[config.mk]
export PLATFORM = sky130hd
export DESIGN_NAME = bullet_controller_flat
export DESIGN_NICKNAME = d
export VERILOG_FILES = /design/src/rtl/bullet_controller_pkg.sv /design/src/rtl/bullet_controller_if.sv /design/src/rtl/bullet_controller_tile_step.sv /design/src/rtl/bullet_controller.sv /design/src/flat_wrapper.sv
export SDC_FILE = /design/constraint.sdc
export NUM_CORES = 1
export LEC_CHECK = 0
export CORE_MARGIN = 2
export CORE_UTILIZATION = 57
export CTS_CLUSTER_SIZE = 12
export DETAILED_ROUTE_END_ITERATION = 10
export PLACE_DENSITY = 0.87
export SLEW_MARGIN = 15
export SYNTH_ARGS = -nofsm -noshare
export SYNTH_HDL_FRONTEND = slang
export SYNTH_HIERARCHICAL = 1
export SYNTH_SLANG_ARGS = --single-unit
[constraint.sdc]
create_clock -name Clk -period 15.2 [get_ports Clk]
set_input_delay 3.04 -clock Clk [delete_from_list [all_inputs] [get_ports Clk]]
set_output_delay 3.04 -clock Clk [all_outputs]
set_load 0.05 [all_outputs]
[src/rtl/bullet_controller_pkg.sv]
// Shared types and constants for the tank game bullet engine.
// Map geometry, tile codes, facing directions and the bullet FSM states.
package tank_pkg;

  typedef enum logic [1:0] {
    UP    = 2'd0,
    RIGHT = 2'd1,
    DOWN  = 2'd2,
    LEFT  = 2'd3
  } dir_t;

  localparam logic [2:0] TILE_EMPTY  = 3'd0;
  localparam logic [2:0] TILE_STEEL  = 3'd1;
  localparam logic [2:0] TILE_BRICK  = 3'd2;
  localparam logic [2:0] TILE_BASE_A = 3'd3;
  localparam logic [2:0] TILE_BASE_B = 3'd4;

  localparam int MAP_W = 20;
  localparam int MAP_H = 15;

  localparam logic [4:0] BUL_OFF_X = 5'd31;
  localparam logic [3:0] BUL_OFF_Y = 4'd15;

  typedef enum logic [2:0] {
    ST_IDLE     = 3'd0,
    ST_CHECK    = 3'd1,
    ST_FLY      = 3'd2,
    ST_CLEAR    = 3'd3,
    ST_END      = 3'd4,
    ST_COOLDOWN = 3'd5
  } bul_state_t;

  // Row-major tile index; callers only trust it for in-bounds tiles.
  function automatic logic [8:0] tile_idx(input logic [4:0] x, input logic [3:0] y);
    return ({5'd0, y} * 9'(MAP_W)) + {4'd0, x};
  endfunction

endpackage

[src/rtl/bullet_controller_if.sv]
// Map-side handshakes of the bullet engine: tile read port and brick-clear request.
interface bullet_controller_if;

  logic [8:0] map_rd_idx;
  logic       map_rd_en;
  logic [2:0] map_rd_data;
  logic       brk_clr_valid;
  logic [8:0] brk_clr_idx;
  logic       brk_clr_ready;

  modport master (
    output map_rd_idx,
    output map_rd_en,
    input  map_rd_data,
    output brk_clr_valid,
    output brk_clr_idx,
    input  brk_clr_ready
  );

  modport slave (
    input  map_rd_idx,
    input  map_rd_en,
    output map_rd_data,
    input  brk_clr_valid,
    input  brk_clr_idx,
    output brk_clr_ready
  );

endinterface

[src/rtl/bullet_controller_tile_step.sv]
// Combinational one-tile step in a facing direction, with map index and bounds flag.
module tile_step
  import tank_pkg::*;
(
  input  logic [4:0] x,
  input  logic [3:0] y,
  input  dir_t       dir,
  output logic [4:0] nx,
  output logic [3:0] ny,
  output logic [8:0] idx,
  output logic       oob
);

  logic outside;

  // A start tile already off the map can never yield a valid neighbour.
  assign outside = (x > 5'(MAP_W - 1)) || (y > 4'(MAP_H - 1));

  always_comb begin
    nx  = x;
    ny  = y;
    oob = outside;
    unique case (dir)
      UP: begin
        ny  = y - 4'd1;
        oob = outside || (y == 4'd0);
      end
      RIGHT: begin
        nx  = x + 5'd1;
        oob = outside || (x == 5'(MAP_W - 1));
      end
      DOWN: begin
        ny  = y + 4'd1;
        oob = outside || (y == 4'(MAP_H - 1));
      end
      LEFT: begin
        nx  = x - 5'd1;
        oob = outside || (x == 5'd0);
      end
    endcase
  end

  assign idx = tile_idx(nx, ny);

endmodule

[src/rtl/bullet_controller.sv]
// Per-tank bullet engine feeding the colour mapper; steps one tile every STEP_FRAMES frames.
// Optional BULLET_COOLDOWN_EN adds a COOLDOWN_FRAMES fire lockout after each bullet ends.
module bullet_controller
  import tank_pkg::*;
#(
  parameter int STEP_FRAMES     = 4,
  parameter int COOLDOWN_FRAMES = 30
) (
  input  logic                       Clk,
  input  logic                       Reset_n,
  input  logic                       frame_tick,
  input  logic                       fire,
  input  logic [4:0]                 tank_x,
  input  logic [3:0]                 tank_y,
  input  dir_t                       tank_dir,
  input  logic [4:0]                 enemy_x,
  input  logic [3:0]                 enemy_y,
  bullet_controller_if.master        bus,
  output logic [4:0]                 bul_x,
  output logic [3:0]                 bul_y,
  output logic                       bul_active,
  output logic                       hit_enemy,
  output logic                       hit_base
);

  // One frame counter serves both the step pacing and the cooldown lockout.
  localparam int MAX_FRAMES = (STEP_FRAMES > COOLDOWN_FRAMES) ? STEP_FRAMES : COOLDOWN_FRAMES;
  localparam int CNT_W = $clog2(MAX_FRAMES + 1);
  localparam logic [CNT_W-1:0] STEP_LAST = CNT_W'(STEP_FRAMES - 1);
`ifdef BULLET_COOLDOWN_EN
  localparam logic [CNT_W-1:0] COOL_LAST = CNT_W'(COOLDOWN_FRAMES - 1);
`endif

  bul_state_t       state;
  bul_state_t       state_nxt;
  logic             fire_q;
  logic             fire_edge;
  logic [CNT_W-1:0] cnt;
  dir_t             dir_q;
  logic [4:0]       cand_x;
  logic [3:0]       cand_y;
  logic [8:0]       cand_idx;
  logic             cand_enemy;
  logic             step_due;
  logic             rd_en;
  logic [8:0]       rd_idx;
  logic             brk_valid;
  logic [8:0]       brk_idx;

  logic [4:0]       step_x;
  logic [3:0]       step_y;
  dir_t             step_dir;
  logic [4:0]       nx;
  logic [3:0]       ny;
  logic [8:0]       nidx;
  logic             noob;

  assign fire_edge  = fire & ~fire_q;
  assign step_due   = (state == ST_FLY) && frame_tick && (cnt == STEP_LAST);
  assign cand_enemy = (cand_x == enemy_x) && (cand_y == enemy_y);

  // The single stepper looks from the tank while idle and from the bullet in flight.
  assign step_x   = (state == ST_FLY) ? bul_x : tank_x;
  assign step_y   = (state == ST_FLY) ? bul_y : tank_y;
  assign step_dir = (state == ST_FLY) ? dir_q : tank_dir;

  tile_step u_step (
    .x   (step_x),
    .y   (step_y),
    .dir (step_dir),
    .nx  (nx),
    .ny  (ny),
    .idx (nidx),
    .oob (noob)
  );

  always_ff @(posedge Clk or negedge Reset_n) begin
    if (!Reset_n) begin
      state <= ST_IDLE;
    end else begin
      state <= state_nxt;
    end
  end

  always_comb begin
    state_nxt = state;
    unique case (state)
      ST_IDLE: begin
        if (fire_edge && !noob) begin
          state_nxt = ST_CHECK;
        end
      end
      ST_CHECK: begin
        if (cand_enemy) begin
          state_nxt = ST_END;
        end else if (bus.map_rd_data == TILE_EMPTY) begin
          state_nxt = ST_FLY;
        end else if (bus.map_rd_data == TILE_BRICK) begin
          state_nxt = ST_CLEAR;
        end else begin
          state_nxt = ST_END;
        end
      end
      ST_FLY: begin
        if (step_due) begin
          state_nxt = noob ? ST_END : ST_CHECK;
        end
      end
      ST_CLEAR: begin
        if (bus.brk_clr_ready) begin
          state_nxt = ST_END;
        end
      end
      ST_END: begin
`ifdef BULLET_COOLDOWN_EN
        state_nxt = ST_COOLDOWN;
`else
        state_nxt = ST_IDLE;
`endif
      end
      ST_COOLDOWN: begin
`ifdef BULLET_COOLDOWN_EN
        if (frame_tick && (cnt == COOL_LAST)) begin
          state_nxt = ST_IDLE;
        end
`else
        state_nxt = ST_IDLE;
`endif
      end
      default: state_nxt = ST_IDLE;
    endcase
  end

  // The read strobe is combinational so the synchronous map returns data during CHECK.
  always_comb begin
    rd_en  = 1'b0;
    rd_idx = 9'd0;
    if (((state == ST_IDLE) && fire_edge && !noob) || (step_due && !noob)) begin
      rd_en  = 1'b1;
      rd_idx = nidx;
    end
  end

  assign bus.map_rd_en     = rd_en;
  assign bus.map_rd_idx    = rd_idx;
  assign bus.brk_clr_valid = brk_valid;
  assign bus.brk_clr_idx   = brk_idx;

  always_ff @(posedge Clk or negedge Reset_n) begin
    if (!Reset_n) begin
      fire_q     <= 1'b0;
      cnt        <= '0;
      dir_q      <= UP;
      cand_x     <= 5'd0;
      cand_y     <= 4'd0;
      cand_idx   <= 9'd0;
      bul_x      <= BUL_OFF_X;
      bul_y      <= BUL_OFF_Y;
      bul_active <= 1'b0;
      brk_valid  <= 1'b0;
      brk_idx    <= 9'd0;
      hit_enemy  <= 1'b0;
      hit_base   <= 1'b0;
    end else begin
      fire_q    <= fire;
      hit_enemy <= 1'b0;
      hit_base  <= 1'b0;
      if (rd_en) begin
        cand_x   <= nx;
        cand_y   <= ny;
        cand_idx <= nidx;
      end
      if (rd_en && (state == ST_IDLE)) begin
        dir_q <= tank_dir;
      end
      unique case (state)
        ST_CHECK: begin
          if (cand_enemy) begin
            hit_enemy <= 1'b1;
          end else if (bus.map_rd_data == TILE_EMPTY) begin
            bul_x      <= cand_x;
            bul_y      <= cand_y;
            bul_active <= 1'b1;
            cnt        <= '0;
          end else if (bus.map_rd_data == TILE_BRICK) begin
            brk_valid <= 1'b1;
            brk_idx   <= cand_idx;
          end else if ((bus.map_rd_data == TILE_BASE_A) || (bus.map_rd_data == TILE_BASE_B)) begin
            hit_base <= 1'b1;
          end
        end
        ST_FLY: begin
          if (frame_tick) begin
            cnt <= (cnt == STEP_LAST) ? '0 : cnt + CNT_W'(1);
          end
        end
        ST_CLEAR: begin
          if (bus.brk_clr_ready) begin
            brk_valid <= 1'b0;
          end
        end
        ST_END: begin
          bul_active <= 1'b0;
          bul_x      <= BUL_OFF_X;
          bul_y      <= BUL_OFF_Y;
          cnt        <= '0;
        end
        ST_COOLDOWN: begin
`ifdef BULLET_COOLDOWN_EN
          if (frame_tick) begin
            cnt <= (cnt == COOL_LAST) ? '0 : cnt + CNT_W'(1);
          end
`endif
        end
        default: begin
        end
      endcase
    end
  end

endmodule

[src/flat_wrapper.sv]
// flat-port wrapper written by rule: the top's interface ports become plain ports
module bullet_controller_flat import tank_pkg::*;
#(
  parameter int STEP_FRAMES     = 4,
  parameter int COOLDOWN_FRAMES = 30
)
  (Clk, Reset_n, frame_tick, fire, tank_x, tank_y, tank_dir, enemy_x, enemy_y, bul_x, bul_y, bul_active, hit_enemy, hit_base, bus_map_rd_idx, bus_map_rd_en, bus_map_rd_data, bus_brk_clr_valid, bus_brk_clr_idx, bus_brk_clr_ready);
  bullet_controller_if bus_i ();
  input  logic Clk;
  input  logic Reset_n;
  input  logic frame_tick;
  input  logic fire;
  input  logic [4:0] tank_x;
  input  logic [3:0] tank_y;
  input  dir_t tank_dir;
  input  logic [4:0] enemy_x;
  input  logic [3:0] enemy_y;
  output logic [4:0] bul_x;
  output logic [3:0] bul_y;
  output logic bul_active;
  output logic hit_enemy;
  output logic hit_base;
  output wire logic [$bits(bus_i.map_rd_idx)-1:0] bus_map_rd_idx;
  output wire logic [$bits(bus_i.map_rd_en)-1:0] bus_map_rd_en;
  input wire logic [$bits(bus_i.map_rd_data)-1:0] bus_map_rd_data;
  output wire logic [$bits(bus_i.brk_clr_valid)-1:0] bus_brk_clr_valid;
  output wire logic [$bits(bus_i.brk_clr_idx)-1:0] bus_brk_clr_idx;
  input wire logic [$bits(bus_i.brk_clr_ready)-1:0] bus_brk_clr_ready;
  assign bus_map_rd_idx = bus_i.map_rd_idx;
  assign bus_map_rd_en = bus_i.map_rd_en;
  assign bus_i.map_rd_data = bus_map_rd_data;
  assign bus_brk_clr_valid = bus_i.brk_clr_valid;
  assign bus_brk_clr_idx = bus_i.brk_clr_idx;
  assign bus_i.brk_clr_ready = bus_brk_clr_ready;
  bullet_controller #(.STEP_FRAMES(STEP_FRAMES), .COOLDOWN_FRAMES(COOLDOWN_FRAMES)) u_core (.Clk(Clk), .Reset_n(Reset_n), .frame_tick(frame_tick), .fire(fire), .tank_x(tank_x), .tank_y(tank_y), .tank_dir(tank_dir), .enemy_x(enemy_x), .enemy_y(enemy_y), .bus(bus_i), .bul_x(bul_x), .bul_y(bul_y), .bul_active(bul_active), .hit_enemy(hit_enemy), .hit_base(hit_base));
endmodule
==> results of run 1 <==
-- Yosys cell counts (2+ instances only) --
cell	count	area [sq um]
a21o_1	4	30.0
a21oi_1	11	55.1
and2_1	10	62.6
buf_4	3	22.5
buf_6	4	45.0
clkbuf_8	2	27.5
dfrtp_1	42	1050
dfstp_2	9	236
fa_1	4	80.1
ha_1	12	150
inv_1	24	90.1
mux2_1	9	101
mux2_2	33	372
mux2i_1	12	120
nand2_1	14	52.6
nand2b_1	3	18.8
nand3_1	5	25.0
nand4_1	2	12.5
nor2_1	18	67.6
nor2b_1	5	31.3
nor3_1	10	50.1
nor3b_1	4	30.0
nor4_1	2	12.5
nor4b_2	2	30.0
o2111ai_1	2	17.5
o21a_1	2	15.0
o21ai_0	8	40.0
o21ai_2	2	17.5
xnor2_1	18	158
xor2_1	4	35.0
-- registers in the layout, indices dropped and copies added, names as in the netlist, 2 cells and up --
name,count
u_core/cand_x,5
u_core/cand_y,4
u_core/cnt,5
u_core/bul_y,4
u_core/cand_idx,9
u_core/bus.brk_clr_idx,9
u_core/bul_x,5
u_core/state,3
u_core/dir_q,2
-- kinds of logic (layout without fill, tap and decap cells) --
family / after synthesis / count (layout)
XOR/XNOR: 23 / 23
adder cells (fa/ha/maj): 16 / 16
AND/OR/NAND/NOR: 84 / 84
AO/OA/AOI/OAI: 37 / 37
flip-flops: 51 / 51
buffers and inverters: 36 / 96
multiplexers: 55 / 55
-- worst min-delay path, delay by kind of cell (launching register included) --
| family | cells | cell delay, ns |
|---|---|---|
| buf+inv | 1 | 0.04 |
| flops | 1 | 0.38 |
| mux | 1 | 0.06 |
-- stage by stage --
stage | setup WS [ns] | total power [W] | hold slack [ns]
final | 4.13 | 0.000982 | 0.480
after global routing | 3.87 | 0.00105 | 0.498
after CTS | 4.18 | 0.000985 | 0.483
after detailed placement | 4.23 | 0.000896 | 0.468
after global placement | 4.51 | 0.000870 | 0.463
after floorplan | 5.55 | 0.000735 | 0.474
-- how the worst min path moves through the flow --
stage                 endpoint  slack (ns)  cells past startpoint
3_5_place_dp   u_core/bul_y[0]        0.47                      2
4_1_cts        u_core/bul_y[0]        0.48                      2
6_report       u_core/bul_y[0]        0.48                      2
3_3_place_gp   u_core/bul_y[2]        0.46                      2
2_1_floorplan  u_core/dir_q[0]        0.47                      1
5_1_grt        u_core/bul_y[0]        0.50                      2
-- cell type report --
cell class / instances / area [sq um]
Inverter: 24 / 90.1
Tap cell: 72 / 90.1
Timing Repair Buffer: 64 / 623
Fill cell: 424 / 1570
Sequential cell: 51 / 1290
Clock inverter: 3 / 27.5
Multi-Input combinational cell: 215 / 1790
Clock buffer: 5 / 68.8
-- per-layer routing --
| metal | GRT usage | vias up | wire length, um |
|---|---|---|---|
| met5 | 0 | - | 0 |
| met4 | 0.0559 | 0 | 44 |
| met3 | 0.0486 | 5 | 383 |
| li1 | - | 1156 | - |
| met1 | 0.312 | 1197 | 3190 |
| met2 | 0.429 | 75 | 3680 |
-- power by group through the flow --
stage | clock, W | sequential, W | combinational, W
finish | 0.0000842 | 0.000245 | 0.000653
global route | 0.0000926 | 0.000254 | 0.000707
CTS | 0.0000868 | 0.000245 | 0.000653
detailed placement | 0 | 0.000247 | 0.000648
global placement | 0 | 0.000245 | 0.000625
floorplan | 0 | 0.000315 | 0.000420
==> summary.txt, run 1 <==
Setup path
  • Data arrival, critical path: 8.03 ns
  • CP max stage cell: clkdlybuf4s50_1
  • Crit Path Class: primary input to output port
  • RR Endpoint: u_core/cand_idx[8]
  • Critical Path Sink: bus_map_rd_idx[7]
  • Critical path's most frequent cell: xnor2_1
  • Crit start category: primary input
  • Crit-path max FO: 9
  • Worst reg-to-reg setup slack: 10.29 ns
  • Crit path launch: tank_dir[0]
  • Crit. End Element: output port
  • Critical Path RT: 12.16 ns
  • Critical path, cell by cell: clkdlybuf4s50_1 > mux2_2 > inv_1 > nand2_1 > ha_1 > a21oi_1 > a21boi_0 > o21ai_2 > xor2_4 > xnor2_1 > ha_1 > inv_1 > fa_1 > nor3b_1 > xnor2_1 > xnor2_1 > and2_1 > clkdlybuf4s50_1
  • R2R Path Start: u_core/state[1]
  • Max stage delay on crit path: 0.80 ns
  • Cell family with most CP delay: buffers and inverters
  • WP buf/inv: 4
  • WP depth: 18
  • Worst reg-to-reg path cell count: 17

Pwr
  • Static leakage: 1.79 nW
  • P per Cell Area: 247 nW/um^2
  • Power share of the combinational group: 0.665
  • Clock power share: 0.086
  • Flop pwr share: 0.249
  • Net switching share of the total power: 0.482
  • VDD IR-drop max: 0.000211 V
  • Switching pwr: 0.000473 W
  • P_int: 0.000509 W

Placement
  • DP Area: 3880 sq um
  • PortBufs: 59
  • Placed instance count: 426
  • HPWL after DPL: 5470 um
  • Routability cong.: 0.885

Synth
  • Synthesized area per cell: 10.9 sq um
  • Mapped Cells: 302
  • Post-synth top flop: dfrtp_1
  • Yosys reg bits: 51
  • Synth Net Count: 346
  • Post-synthesis mux area share: 0.185
  • XOR/XNOR share of the synthesized area: 0.0669
  • Post-synth EDFFs: 0
  • Mapped Area: 3290 sq um
  • Synth Area in Compound Gates: 0.0711
  • Ys async rst share: 1.00
  • Synth warn: 6
  • Netlist cell types: 52
  • Sequential area share after synthesis: 0.391
  • Synth Area in Adders: 0.0699
  • Simple-gate share of the synthesized area: 0.150
  • Largest family of logic cells by synthesized area: multiplexers

Drt
  • Routed WL: 7290 um
  • Initial DRC Count: 154
  • Drt pass-1 iters: 4
  • WL/cell: 16.8 um
  • Via density: 5.61
  • DRC Markers: 0
  • Via count: 2433
  • Remaining antenna violation count: 0

Finish
  • Non-filler instance count after layout: 434
  • Final std cell area, no fill: 3970 sq um
  • Most frequent cells in the layout: 58 x clkdlybuf4s50_1, 42 x dfrtp_1, 33 x mux2_2
  • Share of layout cells above drive strength 1: 0.188
  • Synth-to-Final Area Change: 20.7%
  • Final core utilization: 0.717
  • Layout Nets: 405
  • Most common cell after layout, fill and taps aside: clkdlybuf4s50_1
  • Antenna diode count: 0

GRT
  • GRT Total Usage: 0.245
  • Final global-route overflow total: 0
  • Initial antenna violation count: 0
  • Vias in the first global route: 2527
  • Largest net degree at the start of global routing: 52
  • First-pass GRT wire length: 12100 um

Floorplanning
  • Die Ht: 80.0 um
  • Width of the die: 80.0 um
  • Core Footprint: 5540 sq um
  • Initial Utilization: 0.594
  • Io pins: 60
  • Row Count: 27
  • Die footprint: 6400 sq um

Clock tree
  • Clock transition at the registers of the reported paths: 0.09 ns
  • Total clock sinks: 51
  • Worst skew pair latency: 0.31 ns
  • Post-CTS Setup Bufs: 0
  • Post-CTS sizing: 0
  • Clk buf depth: 2
  • H-tree depth: 2
  • Cts hold-fix bufs: 0
  • CTS tree: yes
  • CTS buffer count: 5
  • Clk root buf: clkbuf_8

Timing
  • Achievable clock frequency: 0.0904 GHz
  • Skew final: 0.0109 ns
  • Tcrit/Tclk final: 0.728
  • Unrepaired setup endpoints after global routing: no
  • Worst Tran Pin Value: 0.643 ns
  • Setup Viol. Count Final: 0
  • TNS Setup: 0 ns
  • Slew HR: 0.572
  • Max-slew violations: 0
  • Final Hold Viols: 0
  • Final min period: 11.07 ns

Run
  • MaxCap Viol Count: 0

Outcome
  • Status: complete, no violations

Min path
  • Min-delay src: u_core/bul_y[0]
  • Hold WC Path Type: flop to flop
No activity file was read; power rests on OpenSTA's default activity.
==> inputs of run 2 (changes only) <==
Settings changed: CORE_UTILIZATION 57 to 48, PLACE_DENSITY 0.87 to 0.78.
Clock period 15.2 ns to 9.5 ns, I/O delays scaled along.
==> run 2 against run 1 <==
  * Final cell count rose by 1.6%
  * Sequential power rose by 61%
  * Wire length rose by 0.34%
  * Critical path depth did not move
  * Hold slack improved by 0.0030 ns
  * Cell area barely moved
  * Non-clock buffer count fell by 1
  * Highest routed layer unchanged
  * Largest power group unchanged
==> summary.txt, run 2 (synthesis results as in run 1) <==
Drt
  • DRC Markers: 0
  • WL/cell: 16.6 um
  • Initial DRC Count: 191
  • Via count: 2409
  • Via density: 5.46
  • Routed WL: 7320 um
  • Drt pass-1 iters: 4
  • Remaining antenna violation count: 0

Timing
  • Achievable clock frequency: 0.115 GHz
  • Final Hold Viols: 0
  • Worst Tran Pin Value: 0.747 ns
  • Tcrit/Tclk final: 0.915
  • Final min period: 8.69 ns
  • Min Hold Slack: 0.483 ns
  • Setup Viol. Count Final: 0
  • Slew HR: 0.500
  • Unrepaired setup endpoints after global routing: no
  • TNS Setup: 0 ns
  • Max-slew violations: 0
  • Skew final: 0.00692 ns

Setup path
  • Crit Path Class: primary input to output port
  • Critical Path RT: 7.60 ns
  • Max stage delay on crit path: 0.80 ns
  • Data arrival, critical path: 6.79 ns
  • Crit start category: primary input
  • Crit. End Element: output port
  • Critical path, cell by cell: clkdlybuf4s50_1 > mux2_2 > inv_1 > nand2_1 > ha_1 > a21oi_1 > a21boi_0 > o21ai_2 > xor2_4 > xnor2_1 > ha_1 > inv_1 > fa_1 > nor3b_1 > xnor2_1 > xnor2_1 > and2_1 > clkdlybuf4s50_1
  • Crit-path max FO: 9
  • Critical path's most frequent cell: xnor2_1
  • CP max stage cell: clkdlybuf4s50_1

Placement
  • Routability cong.: 0.819
  • Placed instance count: 433
  • DP Area: 3880 sq um
  • HPWL after DPL: 5440 um
  • PortBufs: 59

Finish
  • Share of layout cells above drive strength 1: 0.186
  • Synth-to-Final Area Change: 20.8%
  • Final std cell area, no fill: 3980 sq um
  • Antenna diode count: 0
  • Non-filler instance count after layout: 441
  • Most frequent cells in the layout: 58 x clkdlybuf4s50_1, 42 x dfrtp_1, 33 x mux2_2
  • Layout Nets: 404
  • Most common cell after layout, fill and taps aside: clkdlybuf4s50_1

Floorplanning
  • Initial Utilization: 0.490
  • Row Count: 30
  • Width of the die: 86.8 um
  • Die footprint: 7540 sq um
  • Core Footprint: 6720 sq um
  • Die Ht: 86.8 um
  • Io pins: 60

Clock tree
  • Cts hold-fix bufs: 0
  • Post-CTS sizing: 0
  • Clock transition at the registers of the reported paths: 0.09 ns
  • Post-CTS Setup Bufs: 0
  • Clk buf depth: 2
  • Clk root buf: clkbuf_8
  • H-tree depth: 2
  • CTS buffer count: 5
  • Total clock sinks: 51
  • Worst skew pair latency: 0.31 ns
  • CTS tree: yes

Run
  • MaxCap Viol Count: 0

Pwr
  • Net switching share of the total power: 0.481
  • P per Cell Area: 393 nW/um^2
  • Switching pwr: 0.000753 W
  • Power share of the combinational group: 0.666
  • Flop pwr share: 0.252
  • P_int: 0.000811 W
  • VDD IR-drop max: 0.000443 V
  • Power consumption: 0.00156 W
  • Static leakage: 1.78 nW
  • Clock power share: 0.081

GRT
  • GRT Total Usage: 0.202
  • Initial antenna violation count: 0
  • Largest net degree at the start of global routing: 52
  • First-pass GRT wire length: 11800 um
  • Final global-route overflow total: 0
  • Vias in the first global route: 2435

Min path
  • Hold WC Path Type: flop to flop

Outcome
  • Status: complete, no violations
## run 2: cell count changes in the layout (fill, tap and decap cells not counted)
cell	delta
clkinv_2	+1
nor4b_2	-1
inv_6	-1
inv_8	-1
nor4b_4	+1
buf_4	-1
clkinvlp_4	+1
## run 2: power groups by stage
stage | clock network, W | logic, W | registers, W
after CTS | 0.000132 | 0.00104 | 0.000395
after global placement | 0 | 0.00101 | 0.000394
after detailed placement | 0 | 0.00103 | 0.000399
after floorplan | 0 | 0.000672 | 0.000503
final | 0.000127 | 0.00104 | 0.000395
after global routing | 0.000140 | 0.00113 | 0.000408
## run 2: layout make-up
cell class,instances,area [sq um]
fill,559,2740
multi-input combinational,215,1800
sequential,51,1290
timing repair buffer,63,616
tap,80,100
inverter,24,90.1
clock buffer,5,68.8
clock inverter,3,20.0
## run 2: path summary, 6_finish.rpt
path | slack, ns | endpoint | cells past startpoint | start
min reg2reg | 0.48 | u_core/bul_y[3] | 2 | u_core/bul_y[3]
min in group asynchronous | 1.69 | u_core/bus.brk_clr_idx[2] | 2 | Reset_n
min | 0.48 | u_core/bul_y[3] | 2 | u_core/bul_y[3]
max reg2reg | 4.71 | u_core/cand_idx[8] | 17 | u_core/state[1]
max | 0.81 | bus_map_rd_idx[7] | 18 | tank_dir[0]
max in group asynchronous | 7.39 | u_core/bus.brk_clr_valid | 2 | Reset_n
## run 2: metal layers
layer / vias up / GRT usage / routed length (um)
met5: - / 0 / 0
met4: 0 / 0.0582 / 104
met3: 13 / 0.0467 / 414
met2: 84 / 0.325 / 3460
met1: 1157 / 0.273 / 3340
li1: 1155 / - / -
## run 2: critical path: cells and delay by family
| family | cells | cell delay, ns |
|---|---|---|
| AND/OR/NAND/NOR | 3 | 0.59 |
| XOR/XNOR | 4 | 0.77 |
| AO/OA/AOI/OAI | 3 | 0.54 |
| buffers and inverters | 4 | 1.52 |
| adder cells (fa/ha/maj) | 3 | 1.07 |
| multiplexers | 1 | 0.37 |
## run 2: through the flow
step,setup slack [ns],util
final,0.811,0.592
after global routing,0.488,0.592
after CTS,0.821,0.591
after detailed placement,0.864,0.577
after global placement,1.09,0.577
after floorplan,2.13,-
==> inputs of run 3 (changes only) <==
Settings changed: ABC_AREA set to 1, CORE_UTILIZATION 48 to 40, PLACE_DENSITY 0.78 to 0.67.
==> run 3 against run 2 <==
  * Non-clock buffer count shrank 1
  * First-iteration DRC count shrank 34%
  * Cell area is 3.5% higher
  * Critical endpoint unchanged
  * Clock skew rose by 0.0065 ns
  * Sequential share of layout area is 1.1 points lower
  * Critical path type unchanged
  * Sequential power decreased by 5%
  * Hold slack got worse by 0.0039 ns
  * Largest cell class unchanged
==> summary.txt, run 3 <==
Drt
  • DRC Markers: 0
  • Drt pass-1 iters: 5
  • Via count: 2998
  • Routed WL: 8100 um
  • Remaining antenna violation count: 0
  • WL/cell: 13.1 um
  • Via density: 4.86
  • Initial DRC Count: 126

Synth
  • Largest cells by area after synthesis: dfrtp_1 31%, nand2_1 16%, dfstp_2 7.0%
  • Post-synth EDFFs: 0
  • Sequential area share after synthesis: 0.379
  • Netlist cell types: 40
  • Most numerous cell in the Yosys netlist: nand2_1
  • Mapped Cells: 458
  • Yosys reg bits: 51
  • Ys async rst share: 1.00
  • Post-synth top flop: dfrtp_1
  • Synthesized area per cell: 7.42 sq um
  • Yosys top cell area share: 0.309
  • Synth warn: 6
  • Synth Net Count: 502
  • Mapped Area: 3400 sq um
  • Cell taking the most area after synthesis: dfrtp_1
  • Top cells by count, synth: 144 x nand2_1, 57 x inv_1, 42 x dfrtp_1

Setup path
  • Crit-path max FO: 13
  • Crit Path Class: primary input to output port
  • Crit start category: primary input
  • RR Endpoint: u_core/cand_idx[8]
  • R2R Path Start: u_core/state[2]
  • Data arrival, critical path: 6.38 ns
  • Worst reg-to-reg path cell count: 25
  • Critical Path RT: 7.60 ns
  • Worst reg-to-reg setup slack: 4.86 ns
  • CP max stage cell: clkdlybuf4s50_1
  • Crit. End Element: output port
  • Max stage delay on crit path: 0.80 ns

Floorplanning
  • Die footprint: 9250 sq um
  • Die Ht: 96.2 um
  • Row Count: 33
  • Io pins: 60
  • Initial Utilization: 0.413
  • Core Footprint: 8220 sq um
  • Width of the die: 96.2 um

Timing
  • Final min period: 8.28 ns
  • TNS Setup: 0 ns
  • Skew final: 0.0134 ns
  • Achievable clock frequency: 0.121 GHz
  • Tcrit/Tclk final: 0.871
  • Worst Tran Pin Value: 0.776 ns
  • Max-slew violations: 0
  • Slew HR: 0.481
  • Setup Viol. Count Final: 0
  • Unrepaired setup endpoints after global routing: no
  • Final Hold Viols: 0

Clock tree
  • Clk buf depth: 2
  • CTS buffer count: 5
  • Worst skew pair latency: 0.30 ns
  • Cts hold-fix bufs: 0
  • Post-CTS sizing: 0
  • Clk root buf: clkbuf_8
  • H-tree depth: 2
  • Clock transition at the registers of the reported paths: 0.08 ns
  • CTS tree: yes
  • Post-CTS Setup Bufs: 0
  • Total clock sinks: 51

Finish
  • Most frequent cells in the layout: 144 x nand2_1, 58 x clkdlybuf4s50_1, 57 x inv_1
  • Layout Nets: 555
  • Synth-to-Final Area Change: 21.1%
  • Share of layout cells above drive strength 1: 0.111
  • Most common cell after layout, fill and taps aside: nand2_1
  • Filler cells: 816
  • Non-filler instance count after layout: 617
  • Final std cell area, no fill: 4120 sq um
  • Antenna diode count: 0

Min path
  • Hold WC Path Type: flop to flop
  • Min-delay src: u_core/bus.brk_clr_valid
  • Hold depth: 2
  • Hold endpoint: u_core/bus.brk_clr_valid

Pwr
  • Static leakage: 2.06 nW
  • Net switching share of the total power: 0.513
  • P per Cell Area: 352 nW/um^2
  • P_int: 0.000704 W
  • VDD IR-drop max: 0.000121 V
  • Flop pwr share: 0.260
  • Power share of the combinational group: 0.646
  • Switching pwr: 0.000743 W
  • Clock power share: 0.094

Placement
  • PortBufs: 59
  • Routability cong.: 0.940
  • DP Area: 4020 sq um
  • Placed instance count: 609
  • HPWL after DPL: 6250 um

GRT
  • GRT Total Usage: 0.185
  • Largest net degree at the start of global routing: 52
  • Vias in the first global route: 2833
  • First-pass GRT wire length: 13300 um
  • Initial antenna violation count: 0
  • Final global-route overflow total: 0

Run
  • MaxCap Viol Count: 0

Outcome
  • Status: complete, no violations
run 3: changes by cell type after synthesis, moves of 10 or more:
cell | previous run | this run
nand2_1 | 14 | 144
inv_1 | 24 | 57
mux2_2 | 33 | 0
o21ai_0 | 8 | 34
nand3_1 | 5 | 20
mux2i_1 | 12 | 0
inv_2 | 0 | 11
and2_1 | 10 | 0
nor2_1 | 18 | 28
xnor2_1 | 18 | 8
run 3: final cells by class:
cell class | count | area, sq um | share of cell area
multi-input combinational | 321 | 1720 | 0.419
sequential | 51 | 1290 | 0.313
timing repair buffer | 62 | 608 | 0.148
inverter | 70 | 265 | 0.0645
tap | 105 | 131 | 0.0319
clock buffer | 8 | 100 | 0.0243
run 3: per-stage QoR:
step / util / hold slack, ns / setup slack [ns] / total power, W
6_report: 0.501 / 0.479 / 1.22 / 0.00145
5_1_grt: 0.501 / 0.506 / 0.831 / 0.00158
4_1_cts: 0.501 / 0.485 / 1.22 / 0.00146
3_5_place_dp: 0.489 / 0.464 / 1.24 / 0.00131
3_3_place_gp: 0.489 / 0.461 / 1.29 / 0.00130
2_1_floorplan: - / 0.453 / 2.73 / 0.00109
run 3: power by group through the flow:
stage | clock network (W) | registers [W] | logic, W
2_1_floorplan | 0 | 0.000502 | 0.000587
3_5_place_dp | 0 | 0.000382 | 0.000931
5_1_grt | 0.000149 | 0.000390 | 0.00104
6_report | 0.000136 | 0.000377 | 0.000934
4_1_cts | 0.000142 | 0.000378 | 0.000936
3_3_place_gp | 0 | 0.000380 | 0.000918
run 3: metal layers:
| layer | vias up | GRT usage | wire length (um) |
|---|---|---|---|
| li1 | 1537 | - | - |
| met1 | 1384 | 0.244 | 3660 |
| met2 | 70 | 0.318 | 3960 |
| met3 | 7 | 0.0298 | 402 |
| met4 | 0 | 0.0417 | 78 |
| met5 | - | 0 | 0 |
run 3: worst max-delay path, delay by kind of cell:
kind                       cells  cell delay (ns)
and+or+nand+nor               13             1.39
buffers and inverters          9             1.99
adders and majority gates      3             1.02
AOI/OAI and AO/OA              1             0.07
run 3: worst max path at each step:
stage,startpoint,to,cells past startpoint
6_report,tank_dir[0],bus_map_rd_idx[7],26
2_1_floorplan,tank_dir[1],bus_map_rd_idx[7],20
3_5_place_dp,tank_dir[0],bus_map_rd_idx[7],23
5_1_grt,tank_dir[0],bus_map_rd_idx[8],23
4_1_cts,tank_dir[0],bus_map_rd_idx[7],23
3_3_place_gp,tank_dir[0],bus_map_rd_idx[7],23
run 3: cells by family (layout without fill, tap and decap cells):
group | after synthesis | after routing | synth area share
simple gates | 219 | 219 | 0.279
buf+inv | 86 | 140 | 0.114
compound gates | 72 | 72 | 0.124
flops | 51 | 51 | 0.379
fa+ha+maj | 16 | 16 | 0.0678
xor+xnor | 14 | 14 | 0.0361
